$ cat config.mk
export PLATFORM = sky130hd
export DESIGN_NAME = sap_control_core
export DESIGN_NICKNAME = d
export VERILOG_FILES = /design/src/rtl/sap_pkg.sv /design/src/rtl/sap_alu.sv /design/src/rtl/sap_control_core.sv
export SDC_FILE = /design/constraint.sdc
export NUM_CORES = 1
export LEC_CHECK = 0
export ABC_AREA = 1
export BUFFER_PORTS_ARGS = -buffer_cell sky130_fd_sc_hd__buf_2
export CAP_MARGIN = 30
export CORE_MARGIN = 2
export CORE_UTILIZATION = 45
export CTS_BUF_LIST = sky130_fd_sc_hd__clkbuf_2 sky130_fd_sc_hd__clkbuf_4 sky130_fd_sc_hd__clkbuf_8
export CTS_CLUSTER_DIAMETER = 120
export DETAILED_ROUTE_END_ITERATION = 7
export GPL_ROUTABILITY_DRIVEN = 0
export PLACE_DENSITY = 0.77
export SYNTH_ARGS = -nofsm -noshare
export SYNTH_HDL_FRONTEND = slang
export SYNTH_SLANG_ARGS = --single-unit
$ cat constraint.sdc
create_clock -name clk -period 3.9 [get_ports clk]
set_input_delay 0.78 -clock clk [delete_from_list [all_inputs] [get_ports clk]]
set_output_delay 0.78 -clock clk [all_outputs]
set_load 0.05 [all_outputs]
$ cat src/rtl/sap_pkg.sv
// rtl/sap_pkg.sv - control word bit map, opcodes and microcode lookup for the SAP core
package sap_pkg;

   localparam int CW_W   = 16;
   localparam int STEP_W = 3;

   localparam int HALT              = 15;
   localparam int MEMORY_ADDRESS_IN = 14;
   localparam int RAM_IN            = 13;
   localparam int RAM_OUT           = 12;
   localparam int INSTR_OUT         = 11;
   localparam int INSTR_IN          = 10;
   localparam int A_IN              = 9;
   localparam int A_OUT             = 8;
   localparam int SUM_OUT           = 7;
   localparam int SUBTRACT          = 6;
   localparam int B_IN              = 5;
   localparam int OUTPUT_IN         = 4;
   localparam int COUNTER_ENABLE    = 3;
   localparam int COUNTER_OUT       = 2;
   localparam int JUMP              = 1;
   localparam int FLAGS_IN          = 0;

   localparam int FLAG_CARRY = 0;
   localparam int FLAG_ZERO  = 1;

   typedef enum logic [3:0] {
      OP_NOP = 4'd0,
      OP_LDA = 4'd1,
      OP_ADD = 4'd2,
      OP_SUB = 4'd3,
      OP_STA = 4'd4,
      OP_LDI = 4'd5,
      OP_JMP = 4'd6,
      OP_JC  = 4'd7,
      OP_JZ  = 4'd8,
      OP_OUT = 4'd14,
      OP_HLT = 4'd15
   } opcode_e;

   // Steps 0 and 1 are the shared fetch; opcodes 9..13 fall to the default and act as NOP.
   function automatic logic [CW_W-1:0] control_word_f(
      input logic [3:0]        opcode,
      input logic [STEP_W-1:0] step,
      input logic [1:0]        flags
   );
      logic [CW_W-1:0] cw;
      cw = '0;
      if (step == 3'd0) begin
         cw[COUNTER_OUT]       = 1'b1;
         cw[MEMORY_ADDRESS_IN] = 1'b1;
      end else if (step == 3'd1) begin
         cw[RAM_OUT]        = 1'b1;
         cw[INSTR_IN]       = 1'b1;
         cw[COUNTER_ENABLE] = 1'b1;
      end else begin
         case (opcode)
            OP_LDA: begin
               if (step == 3'd2) begin
                  cw[INSTR_OUT] = 1'b1; cw[MEMORY_ADDRESS_IN] = 1'b1;
               end else if (step == 3'd3) begin
                  cw[RAM_OUT] = 1'b1; cw[A_IN] = 1'b1;
               end
            end
            OP_ADD, OP_SUB: begin
               if (step == 3'd2) begin
                  cw[INSTR_OUT] = 1'b1; cw[MEMORY_ADDRESS_IN] = 1'b1;
               end else if (step == 3'd3) begin
                  cw[RAM_OUT] = 1'b1; cw[B_IN] = 1'b1;
               end else if (step == 3'd4) begin
                  cw[SUM_OUT]  = 1'b1;
                  cw[A_IN]     = 1'b1;
                  cw[FLAGS_IN] = 1'b1;
                  cw[SUBTRACT] = (opcode == OP_SUB);
               end
            end
            OP_STA: begin
               if (step == 3'd2) begin
                  cw[INSTR_OUT] = 1'b1; cw[MEMORY_ADDRESS_IN] = 1'b1;
               end else if (step == 3'd3) begin
                  cw[A_OUT] = 1'b1; cw[RAM_IN] = 1'b1;
               end
            end
            OP_LDI: begin
               if (step == 3'd2) begin
                  cw[INSTR_OUT] = 1'b1; cw[A_IN] = 1'b1;
               end
            end
            OP_JMP, OP_JC, OP_JZ: begin
               if (step == 3'd2 &&
                   ((opcode == OP_JMP) ||
                    (opcode == OP_JC && flags[FLAG_CARRY]) ||
                    (opcode == OP_JZ && flags[FLAG_ZERO]))) begin
                  cw[INSTR_OUT] = 1'b1; cw[JUMP] = 1'b1;
               end
            end
            OP_OUT: begin
               if (step == 3'd2) begin
                  cw[A_OUT] = 1'b1; cw[OUTPUT_IN] = 1'b1;
               end
            end
            OP_HLT: cw[HALT] = 1'b1;
            default: ;
         endcase
      end
      return cw;
   endfunction

endpackage

$ cat src/rtl/sap_alu.sv
// rtl/sap_alu.sv - 8-bit adder/subtractor with registered {zero, carry} flags
module sap_alu
   import sap_pkg::*;
(
   input  logic       clk,
   input  logic       clear_n,
   input  logic [7:0] a,
   input  logic [7:0] b,
   input  logic       subtract,
   input  logic       flags_load,
   output logic [7:0] result,
   output logic [1:0] flags
);

   logic [8:0] sum;
   logic [7:0] b_eff;
   logic [1:0] flags_d, flags_q;

   // Subtraction is two's complement: invert b and inject the +1 as carry-in.
   always_comb begin
      b_eff = subtract ? ~b : b;
      sum   = {1'b0, a} + {1'b0, b_eff} + {8'd0, subtract};
   end

   assign result = sum[7:0];

   always_comb begin
      flags_d = flags_q;
      if (flags_load) begin
         flags_d[FLAG_CARRY] = sum[8];
         flags_d[FLAG_ZERO]  = (sum[7:0] == 8'd0);
      end
   end

   always_ff @(posedge clk or negedge clear_n) begin
      if (!clear_n) flags_q <= 2'b00;
      else          flags_q <= flags_d;
   end

   assign flags = flags_q;

endmodule

$ cat src/rtl/sap_control_core.sv
// rtl/sap_control_core.sv - SAP CPU control core: IR, microstep sequencer, PC, ALU and bus drive
module sap_control_core
   import sap_pkg::*;
#(
   parameter int PC_WIDTH = 4,
   parameter int MAX_STEP = 4
) (
   input  logic        clk,
   input  logic        clear_n,
   input  logic [7:0]  a,
   input  logic [7:0]  b,
   input  logic [7:0]  bus_in,
   output logic [7:0]  bus_out,
   output logic        bus_oe,
   output logic [15:0] control_word,
   output logic [1:0]  flags
);

   logic [7:0]          ir_d, ir_q;
   logic [STEP_W-1:0]   step_d, step_q;
   logic [PC_WIDTH-1:0] pc_d, pc_q;
   logic [7:0]          alu_result;
   logic                halt;

   assign control_word = control_word_f(ir_q[7:4], step_q, flags);
   assign halt         = control_word[HALT];

   sap_alu u_alu (
      .clk        (clk),
      .clear_n    (clear_n),
      .a          (a),
      .b          (b),
      .subtract   (control_word[SUBTRACT]),
      .flags_load (control_word[FLAGS_IN] & ~halt),
      .result     (alu_result),
      .flags      (flags)
   );

   // HALT freezes every register, so the control word stays at the halt value until reset.
   always_comb begin
      ir_d   = ir_q;
      step_d = step_q;
      pc_d   = pc_q;
      if (!halt) begin
         step_d = (step_q == STEP_W'(MAX_STEP)) ? '0 : step_q + 3'd1;
         if (control_word[INSTR_IN]) ir_d = bus_in;
         if (control_word[JUMP])                pc_d = bus_in[PC_WIDTH-1:0];
         else if (control_word[COUNTER_ENABLE]) pc_d = pc_q + {{(PC_WIDTH-1){1'b0}}, 1'b1};
      end
   end

   always_ff @(posedge clk or negedge clear_n) begin
      if (!clear_n) begin
         ir_q   <= 8'd0;
         step_q <= '0;
         pc_q   <= '0;
      end else begin
         ir_q   <= ir_d;
         step_q <= step_d;
         pc_q   <= pc_d;
      end
   end

   always_comb begin
      bus_oe  = control_word[SUM_OUT] | control_word[INSTR_OUT] | control_word[COUNTER_OUT];
      bus_out = 8'd0;
      if (control_word[SUM_OUT])          bus_out = alu_result;
      else if (control_word[INSTR_OUT])   bus_out = {4'b0000, ir_q[3:0]};
      else if (control_word[COUNTER_OUT]) bus_out = {{(8-PC_WIDTH){1'b0}}, pc_q};
   end

endmodule

**Word level (Yosys, flattened, before mapping)**

Index checks and enable logic that the tools add are counted.

- Add/sub/neg operators: 4
- Equal/unequal tests: 14
- Multiplexer cells: 39
- Bitwise gates (word level): 5
- Reductions and logical operators: 15

Operators by type and width:

| kind | number |
|---|---|
| $mux 1 | 20 |
| $eq 4x3->1 const B | 4 |
| $mux 4 | 4 |
| $mux 8 | 2 |
| $eq 4x4->1 const B | 3 |
| $mux 3 | 4 |
| $mux 11 | 1 |
| $add 8x8->9 | 1 |
| $add 9x1->9 | 1 |
| $eq 4x2->1 const B | 2 |
| $logic_not 8->1 | 1 |
| $mux 2 | 4 |
| $not 8->8 | 1 |
| $eq 3x2->1 const B | 2 |
| $mux 6 | 1 |
| $reduce_or 3->1 | 2 |
| $reduce_or 5->1 | 1 |
| $add 4x1->4 const B | 1 |
| $eq 4x1->1 const B | 1 |
| $pmux 1 s2 | 2 |
| $reduce_and 2->1 | 2 |
| $reduce_or 4->1 | 1 |
| $add 3x1->3 const B | 1 |
| $eq 3x1->1 const B | 1 |
| 10 further kinds | 14 |

- Bits in registers: 17
- Input bits: 26
- Output and inout port bits: 27
- Logic and storage cells: 81

**Longest topological paths before layout**

Gate-level depths: netlist of run 1.

- Depth in word-level cells: 13
- Depth in mapped cells: 20
- Mapped depth without buffers: 19

**Cells and area by module**

Synthesis of run 1 repeated with hierarchy kept, for this count alone.

- Cells, all modules: 286
- Area, all modules: 1886.8 um^2

By module, submodules not included:

| module | times used | cells an instance | area each (um^2) |
|---|---|---|---|
| sap_control_core | 1 | 176 | 1192.4 |
| sap_alu | 1 | 110 | 694.4 |

**Worst setup path before layout of run 1**

Ideal clock, no wire load.

- Kind: reg2out
- Start point: reg step_q[0]
- End point: out bus_out[2]
- Arrival: 2.921 ns
- Setup slack: 0.199 ns
- Stages on the path, launching flop included: 10
- Buffers on the path: 1
- Path through: dfrtp_1 -> ha_1 -> ha_1 -> inv_1 -> nand4_1 -> buf_6 -> xnor2_1 -> fa_1 -> xnor2_1 -> o21ai_0

- Cells in the longest elaborated chain, start to end: 11
- Elaborated cells between the ends (all ways): 23

Ends and longest elaborated chain:

| what | line | RTL |
|---|---|---|
| from (decl) | sap_control_core.sv:20 | `logic [STEP_W-1:0] step_d, step_q;` |
| from (signal assigned) | sap_control_core.sv:59 | `step_q <= step_d;` |
| $eq 3x3->1 | sap_pkg.sv:70 | `end else if (step == 3'd4) begin` |
| $mux 2 | sap_pkg.sv:70 |  |
| $mux 2 | sap_pkg.sv:68 | `end else if (step == 3'd3) begin` |
| $mux 3 | sap_pkg.sv:66 | `if (step == 3'd2) begin` |
| $mux 3 | sap_pkg.sv:57 | `case (opcode)` |
| $mux 6 | sap_pkg.sv:52 | `end else if (step == 3'd1) begin` |
| $mux 11 | sap_pkg.sv:49 | `if (step == 3'd0) begin` |
| $mux 8 | sap_alu.sv:21 | `b_eff = subtract ? ~b : b;` |
| $add 8x8->9 | sap_alu.sv:22 | `sum = {1'b0, a} + {1'b0, b_eff} + {8'd0, subtract};` |
| $add 9x1->9 | sap_alu.sv:22 |  |
| $mux 8 (*) | sap_control_core.sv:67 | `if (control_word[SUM_OUT]) bus_out = alu_result;` |
| to (decl) | sap_control_core.sv:13 | `output logic [7:0] bus_out,` |

Mark *: on every way between the ends. The rest lies on a longest branch, timed or not.

**Worst setup path in the final report of run 1**

- Start point: reg step_q[0]
- End point: out bus_out[7]

- Cells in the longest elaborated chain, start to end: 11
- Elaborated cells between the ends (all ways): 15

Ends and longest elaborated chain:

| what | line |
|---|---|
| $eq 3x3->1 | sap_pkg.sv:70 |
| $mux 2 | sap_pkg.sv:70 |
| $mux 2 | sap_pkg.sv:68 |
| $mux 3 | sap_pkg.sv:66 |
| $mux 3 | sap_pkg.sv:57 |
| $mux 6 | sap_pkg.sv:52 |
| $mux 11 (*) | sap_pkg.sv:49 |
| $mux 8 | sap_alu.sv:21 |
| $add 8x8->9 | sap_alu.sv:22 |
| $add 9x1->9 | sap_alu.sv:22 |
| $mux 8 (*) | sap_control_core.sv:67 |

Marked as above.

==> metrics.md, run 1 <==
| Metric | Value |
|---|---|
| Status | `finished clean` |
| Max Root-Sink Buffers | `2` |
| Final instance area | `slightly above 0.002 sq mm` |
| Max FO, Critical Path | `9` |
| Starting Density | `46.08%` |
| Ports | `53` |
| Synth unique cells | `35` |
| Worst-Margin Slew | `0.4672 ns` |
| Antenna Diode Count | `0` |
| Post-Synth Adder-Cell Area | `11.75%` |
| Worst Clk Skew | `0.005790 ns` |
| Max incr delay on CP | `0.42 ns` |
| Placement Rows | `22` |
| Post-Syn Instances | `approximately 250` |
| Vias in the first global route | `roughly 1.6k` |
| Critical Path AT | `slightly below 3 ns` |
| Hold Vio Cnt, Final | `0` |
| Fin crit period | `about 3.7 ns` |
| Hold Buf Count CTS | `0` |
| Largest net degree at the start of global routing | `18` |
| Clk slew on worst S/H paths | `0.07 ns` |
| Final nets | `343` |
| DR DRC count | `0` |
| Via/cell ratio | `between 4 and 5` |
| Max-slew violations | `0` |
| Mapped cell area | `0.001662 sq mm` |
| Peak Freq | `269.7 MHz` |
| Syn Nets | `286` |
| Largest family of logic cells by synthesized area | `simple AND/OR/NAND/NOR gates` |
| Number of synthesized flops with an enable pin | `0` |
| First-pass GRT wire length | `6803 um` |
| Top FF cell, synth | `dfrtp_1` |
| Area share of and/or/nand/nor cells after synthesis | `31.78%` |
| P_leak | `between 0.001 and 0.0015 uW` |
| Die ar. | `0.004195 sq mm` |
| Worst Path Required | `3.12 ns` |
| Total GRT Usage | `between 20% and 30%` |
| Clock Latency Late Sink | `0.26 ns` |
| Die width | `64.77 um` |
| Setup crit start kind | `flip-flop` |
| Post-Synth XOR/XNOR Area | `about 5.3%` |
| Clk sinks | `17` |
| YS warnings | `0` |
| RR Endpoint | `u_alu.flags[1]` |
| Hold crit path type | `input pin to asynchronous set/reset pin` |
| Post-DP HPWL | `3229 um` |
| RSZ-0062 raised after global routing | `false` |
| WS Path Type | `flip-flop to output port` |
| VDD IR-drop max | `455.2 uV` |
| Core Box Area | `0.003606 sq mm` |
| Post-route ant nets | `0` |
| Endpoints failing setup | `0` |
| Total wire length | `4080 um` |
| Register area share after synthesis | `25.60%` |
| Number of port buffers | `52` |
| Initial antenna violation count | `0` |
| CTS Root Cell | `clkbuf_8` |
| Max-cap violations | `0` |
| GRT overflow | `0` |
| CTS Buf Count | `3` |
| Fillers | `355` |
| Asr flop ratio synth | `100.0%` |
| Via Count | `1719` |
| Worst hold slack | `0.4411 ns` |
| Post-synthesis compound-gate area fraction | `between 10% and 20%` |
| Syn_area_per_cell | `about 6.8 sq um` |
| Kind of end point of the critical path | `output port` |
| Layout area overhead | `22.74%` |
| H-tree levels | `1` |
| CTS tree | `built` |
| Placed cell areas | `0.001951 sq mm` |
| CP max-delay cell | `dfrtp_1` |
| Multi-input gate area | `0.001042 sq mm` |
| Sequential cell area | `approximately 430 sq um` |
| Iteration-0 DRC Markers | `94` |
| FF-to-FF setup slack | `about 1.2 ns` |
| Fin crit share | `95.06%` |
| Setup TNS | `0 ns` |
| TritonRoute pass-1 iters | `4` |
| Relative slew margins | `slightly below 70%` |
| Synth Register Bits | `17` |
| Routed len/inst | `11.69 um` |
| Crit path top cell by count | `nand2_1` |
| Reg2Reg Depth | `16` |
| Mux contribution to synthesized area | `0%` |
| Power density over the cells | `712.4 mW/mm^2` |
| Critical-path cell list | `ha_1 -> ha_1 -> inv_1 -> nand4_1 -> buf_6 -> xnor2_1 -> ha_1 -> a21o_1 -> inv_1 -> o21a_1 -> nand2_1 -> nand2_1 -> nand2_1 -> nand2_1 -> nand2_1 -> nor2_2 -> buf_6` |
| Layout cells sized above 1 | `26.25%` |
| Die height | `64.77 um` |
| Reg2reg start | `step_q[0]` |
-- flip-flops by register name, summed over array words and instances (netlist names) --
signal,count
ir_q,8
pc_q,4
step_q,3
u_alu.flags,2
-- kinds of logic after synthesis --
kind of cell               Yosys count
AOI/OAI and AO/OA                   39
adders and majority gates           15
xor gates and xnor gates            10
DFF                                 17
and+or+nand+nor                    118
buffers and inverters               46
-- power by group --
group | total, uW | switching, uW | leakage (uW) | internal (uW)
Sequential | 353 | 87.2 | 0.000204 | 266
Clock | 135 | 64.1 | 0.0000255 | 71.0
Combinational | 965 | 692 | 0.000964 | 273
-- routing by layer --
metal,global-route usage (%),wire length [um],part of all wire [%]
met2,33.38,1910,47
met4,5.053,75,1.8
met5,0,0,0
met3,4.340,274,6.7
met1,27.29,1820,45
-- through the flow --
| step | std cells | util (%) | setup slack, ns | total power [uW] |
|---|---|---|---|---|
| 2_1_floorplan | 245 | - | 0.1990 | 1089 |
| 3_3_place_gp | 341 | 54.09 | 0.4875 | 1289 |
| 3_5_place_dp | 341 | 54.09 | 0.4203 | 1300 |
| 4_1_cts | 345 | 55.38 | 0.1051 | 1442 |
| 5_1_grt | 349 | 56.56 | 0.0004745 | 1576 |
| 6_report | 349 | 56.56 | 0.1925 | 1453 |
-- synthesized netlist by cell type (all sizes together) (2+ instances only) --
cell,count,area (sq um)
dfrtp,17,425.4
nor2,23,106.4
inv,39,146.4
a21oi,10,50.05
xnor2,9,78.83
nor3,2,10.01
nand3,15,80.08
buf,6,46.29
nand2,72,292.8
nand4,4,25.02
a22oi,2,15.01
o21ai,19,102.6
ha,14,175.2
-- how the worst max path moves through the flow --
stage,from,endpoint,slack [ns],cells after the start
finish,step_q[0],bus_out[7],0.19,17
global route,step_q[1],bus_out[7],0.0005,18
CTS,step_q[0],bus_out[7],0.11,18
detailed placement,step_q[0],bus_out[7],0.42,18
global placement,step_q[0],bus_out[7],0.49,18
floorplan,step_q[0],bus_out[2],0.20,9
-- placed cells by master (no fill, tap or decap), types with 3 or more instances in the layout --
cell and count:
xnor2_1 9, nand2_1 67, o21ai_0 17, nand4_1 4
nand3_1 14, nor2_1 18, inv_2 4, inv_1 35
clkbuf_8 3, nor2_2 3, nand2_2 3, dfrtp_1 17
buf_4 5, buf_2 51, a21oi_1 10, ha_1 14
-- worst max-delay path, delay by kind of cell, from the launching register on --
| kind | cells | cell delay (ns) |
|---|---|---|
| XOR/XNOR | 1 | 0.12 |
| AND/OR/NAND/NOR | 7 | 0.55 |
| AO/OA/AOI/OAI | 2 | 0.33 |
| buffers and inverters | 4 | 0.51 |
| adder cells (fa/ha/maj) | 3 | 0.74 |
| flip-flops | 1 | 0.42 |
-- final cells by class --
type                    count  area share, %
flip-flops and latches     17          20.86
repair buffers             58          15.46
well taps                  48          2.945
multi-input cells         182          51.10
clock buffers               3          2.025
clock inverters             1         0.2454
inverters                  40          7.362
-- what timing repair did --
action,CTS,global route
gates resized for setup,0,6
setup buffers,0,4
endpoints found under the setup margin,0,1
Note: power is estimated with default switching activity, not from simulation.
==> inputs of run 2 (changes only) <==
- CAP_MARGIN: 30 -> 25
- CORE_UTILIZATION: 45 -> 53
- PLACE_DENSITY: 0.77 -> 0.88
- TNS_END_PERCENT: unset -> 10
==> run 2 against run 1 <==
Net effect: cell count fell by 1.7%; first-iteration DRC count rose by 38%; core utilization rose by 10 points; non-clock buffer count fell by 2; via count rose by 0.70%; fmax rose by 1.2%; critical path depth did not move; critical path type unchanged.
==> metrics.md, run 2 (synthesis results as in run 1) <==
| Metric | Value |
|---|---|
| Status | `finished clean` |
| Critical Path Source | `step_q[0]` |
| GRT overflow | `0 (unchanged)` |
| Power density over the cells | `700.7 mW/mm^2 (-1.6%)` |
| Final instance area | `0.002021 sq mm (-0.92%)` |
| Die ar. | `0.003599 sq mm (-14%)` |
| Die height | `59.99 um (-7.4%)` |
| CTS Buf Count | `3 (unchanged)` |
| Total GRT Usage | `24.50% (+4.1 points)` |
| FF-to-FF setup slack | `1.14 ns (-0.02 ns)` |
| Clk slew on worst S/H paths | `0.10 ns (+0.03 ns)` |
| Placement Rows | `20 (-9.1%)` |
| Worst Path Required | `3.12 ns (about the same)` |
| Commonest non-fill, non-tap cell in the layout | `nand2_1` |
| Most frequent cells in the layout | `nand2_1 (67), buf_2 (50), inv_1 (32)` |
| Placed cell areas | `0.001946 sq mm (-0.26%)` |
| Dpl cells | `337 (-1.2%)` |
| P_leak | `0.001186 uW (-0.60%)` |
| CP max-delay cell | `dfrtp_1` |
| Antenna Diode Count | `0 (unchanged)` |
| Setup crit start kind | `flip-flop` |
| Critical-path cell list | `ha_1 -> ha_1 -> inv_2 -> nand4_1 -> buf_6 -> xnor2_1 -> ha_1 -> a21o_1 -> inv_2 -> o21a_1 -> nand2_1 -> nand2_1 -> nand2_1 -> nand2_1 -> nand2_1 -> nor2_2 -> buf_6` |
| DR DRC count | `0 (unchanged)` |
| Largest net degree at the start of global routing | `18 (unchanged)` |
| Vias in the first global route | `1575 (+1.4%)` |
| Initial antenna violation count | `0 (unchanged)` |
| Worst Clk Skew | `0.006047 ns (+0.0002572 ns)` |
| Hold Buf Count CTS | `0 (unchanged)` |
| Worst hold slack | `0.3927 ns (-0.04840 ns)` |
| Iteration-0 DRC Markers | `130 (+38%)` |
| Starting Density | `54.88% (+8.8 points)` |
| Via Count | `1731 (+0.70%)` |
| Fin crit share | `93.95% (-1.1 points)` |
| RSZ-0062 raised after global routing | `false` |
| VDD IR-drop max | `446.2 uV (-2.0%)` |
| Post-route ant nets | `0 (unchanged)` |
| Kind of end point of the critical path | `output port` |
| Ports | `53 (unchanged)` |
| Number of port buffers | `52 (unchanged)` |
| CTS tree | `built` |
| Clock Latency Late Sink | `0.29 ns (+0.03 ns)` |
| H-tree levels | `1 (unchanged)` |
| Endpoints failing setup | `0 (unchanged)` |
| Top reg by flops | `ir_q` |
| Final nets | `341 (-0.58%)` |
| Core Box Area | `0.003028 sq mm (-16%)` |
| Layout Cells excl Fill | `343 (-1.7%)` |
| Hold Vio Cnt, Final | `0 (unchanged)` |
| Max Root-Sink Buffers | `2 (unchanged)` |
| Max-slew violations | `0 (unchanged)` |
| Worst-Margin Slew | `0.3972 ns (-0.07001 ns)` |
| Max FO, Critical Path | `7 (-2)` |
| First-pass GRT wire length | `6665 um (-2.0%)` |
| Layout cells sized above 1 | `27.76% (+1.5 points)` |
| Total wire length | `4046 um (-0.83%)` |
| Hold crit path type | `input pin to asynchronous set/reset pin` |
| Critical Path AT | `2.88 ns (-0.05 ns)` |
| Clk sinks | `17 (unchanged)` |
| Fin crit period | `3.664 ns (-0.04345 ns)` |
| Crit path top cell by count | `nand2_1` |
| Layout area overhead | `21.61%` |
| Post-DP HPWL | `3187 um (-1.3%)` |
| Relative slew margins | `73.52% (+4.8 points)` |
| Reg2reg start | `step_q[0]` |
| Via/cell ratio | `5.047 (+2.5%)` |
| Routed len/inst | `11.80 um (+0.90%)` |
| CTS Root Cell | `clkbuf_4` |
| Util after Layout | `66.74% (+10 points)` |
| TritonRoute pass-1 iters | `4 (unchanged)` |
| Setup TNS | `0 ns (unchanged)` |
| Biggest regs | `ir_q (8), pc_q (4), step_q (3)` |
| Max-cap violations | `0 (unchanged)` |
| Die width | `59.99 um (-7.4%)` |
| Max incr delay on CP | `0.42 ns (about the same)` |
| Number of flip-flops in the largest register | `8 (unchanged)` |
| WS Path Type | `flip-flop to output port` |
| Peak Freq | `272.9 MHz (+1.2%)` |
run 2: cell types whose count changed in the layout (fill, tap and decap cells not counted), sizes merged:
cell and change:
buf -3, clkbuf +1
run 2: cell type report:
cell class	instances	area (sq um)
clock buffers	3	22.52
clock inverters	1	5.005
fillers	296	1007
inverters	40	150.1
multi-input cells	182	1060
flip-flops and latches	17	425.4
well taps	44	55.05
repair buffers	56	302.8
run 2: metrics by stage:
stage,power [uW],setup slack [ns]
after floorplan,1089,0.1990
after global placement,1279,0.3080
after detailed placement,1298,0.2309
after CTS,1401,0.1208
after global routing,1542,0.01258
final,1416,0.2360
run 2: layer usage:
layer / track usage [%] / vias up / share of wire [%]
li1: - / 897 / -
met4: 8.571 / 0 / 1.0
met5: 0 / - / 0
met2: 41.77 / 55 / 48
met3: 3.030 / 4 / 4.9
met1: 31.68 / 775 / 46
run 2: worst max-delay path: cells and delay by family (launching register included):
family	cells	cell delay (ns)
fa+ha+maj	3	0.70
compound gates	2	0.32
buf+inv	4	0.47
xor+xnor	1	0.12
simple gates	7	0.52
flops	1	0.42
run 2: power breakdown:
group | switching [uW] | leakage [uW] | internal, uW | total, uW
Sequential | 92.0 | 0.000204 | 265 | 357
Combinational | 691 | 0.000965 | 272 | 963
Clock | 57.2 | 0.0000177 | 38.2 | 95.4
Total | 840 | 0.00119 | 575 | 1420
run 2: final timing paths:
kind / end / cells past startpoint
min in group clk: ir_q[3] / 2
setup / recovery: bus_out[7] / 17
hold / removal: u_alu.flags[1] / 1
setup reg to reg: u_alu.flags[1] / 16
max in group asynchronous: ir_q[4] / 1
hold reg to reg: ir_q[3] / 2
run 2: timing repair:
item | CTS | global route
gates resized for setup | 0 | 13
buffers inserted | 1 | 1
hold endpoints to repair | 0 | 0
pin swaps | 0 | 1
endpoints found under the setup margin | 3 | 3
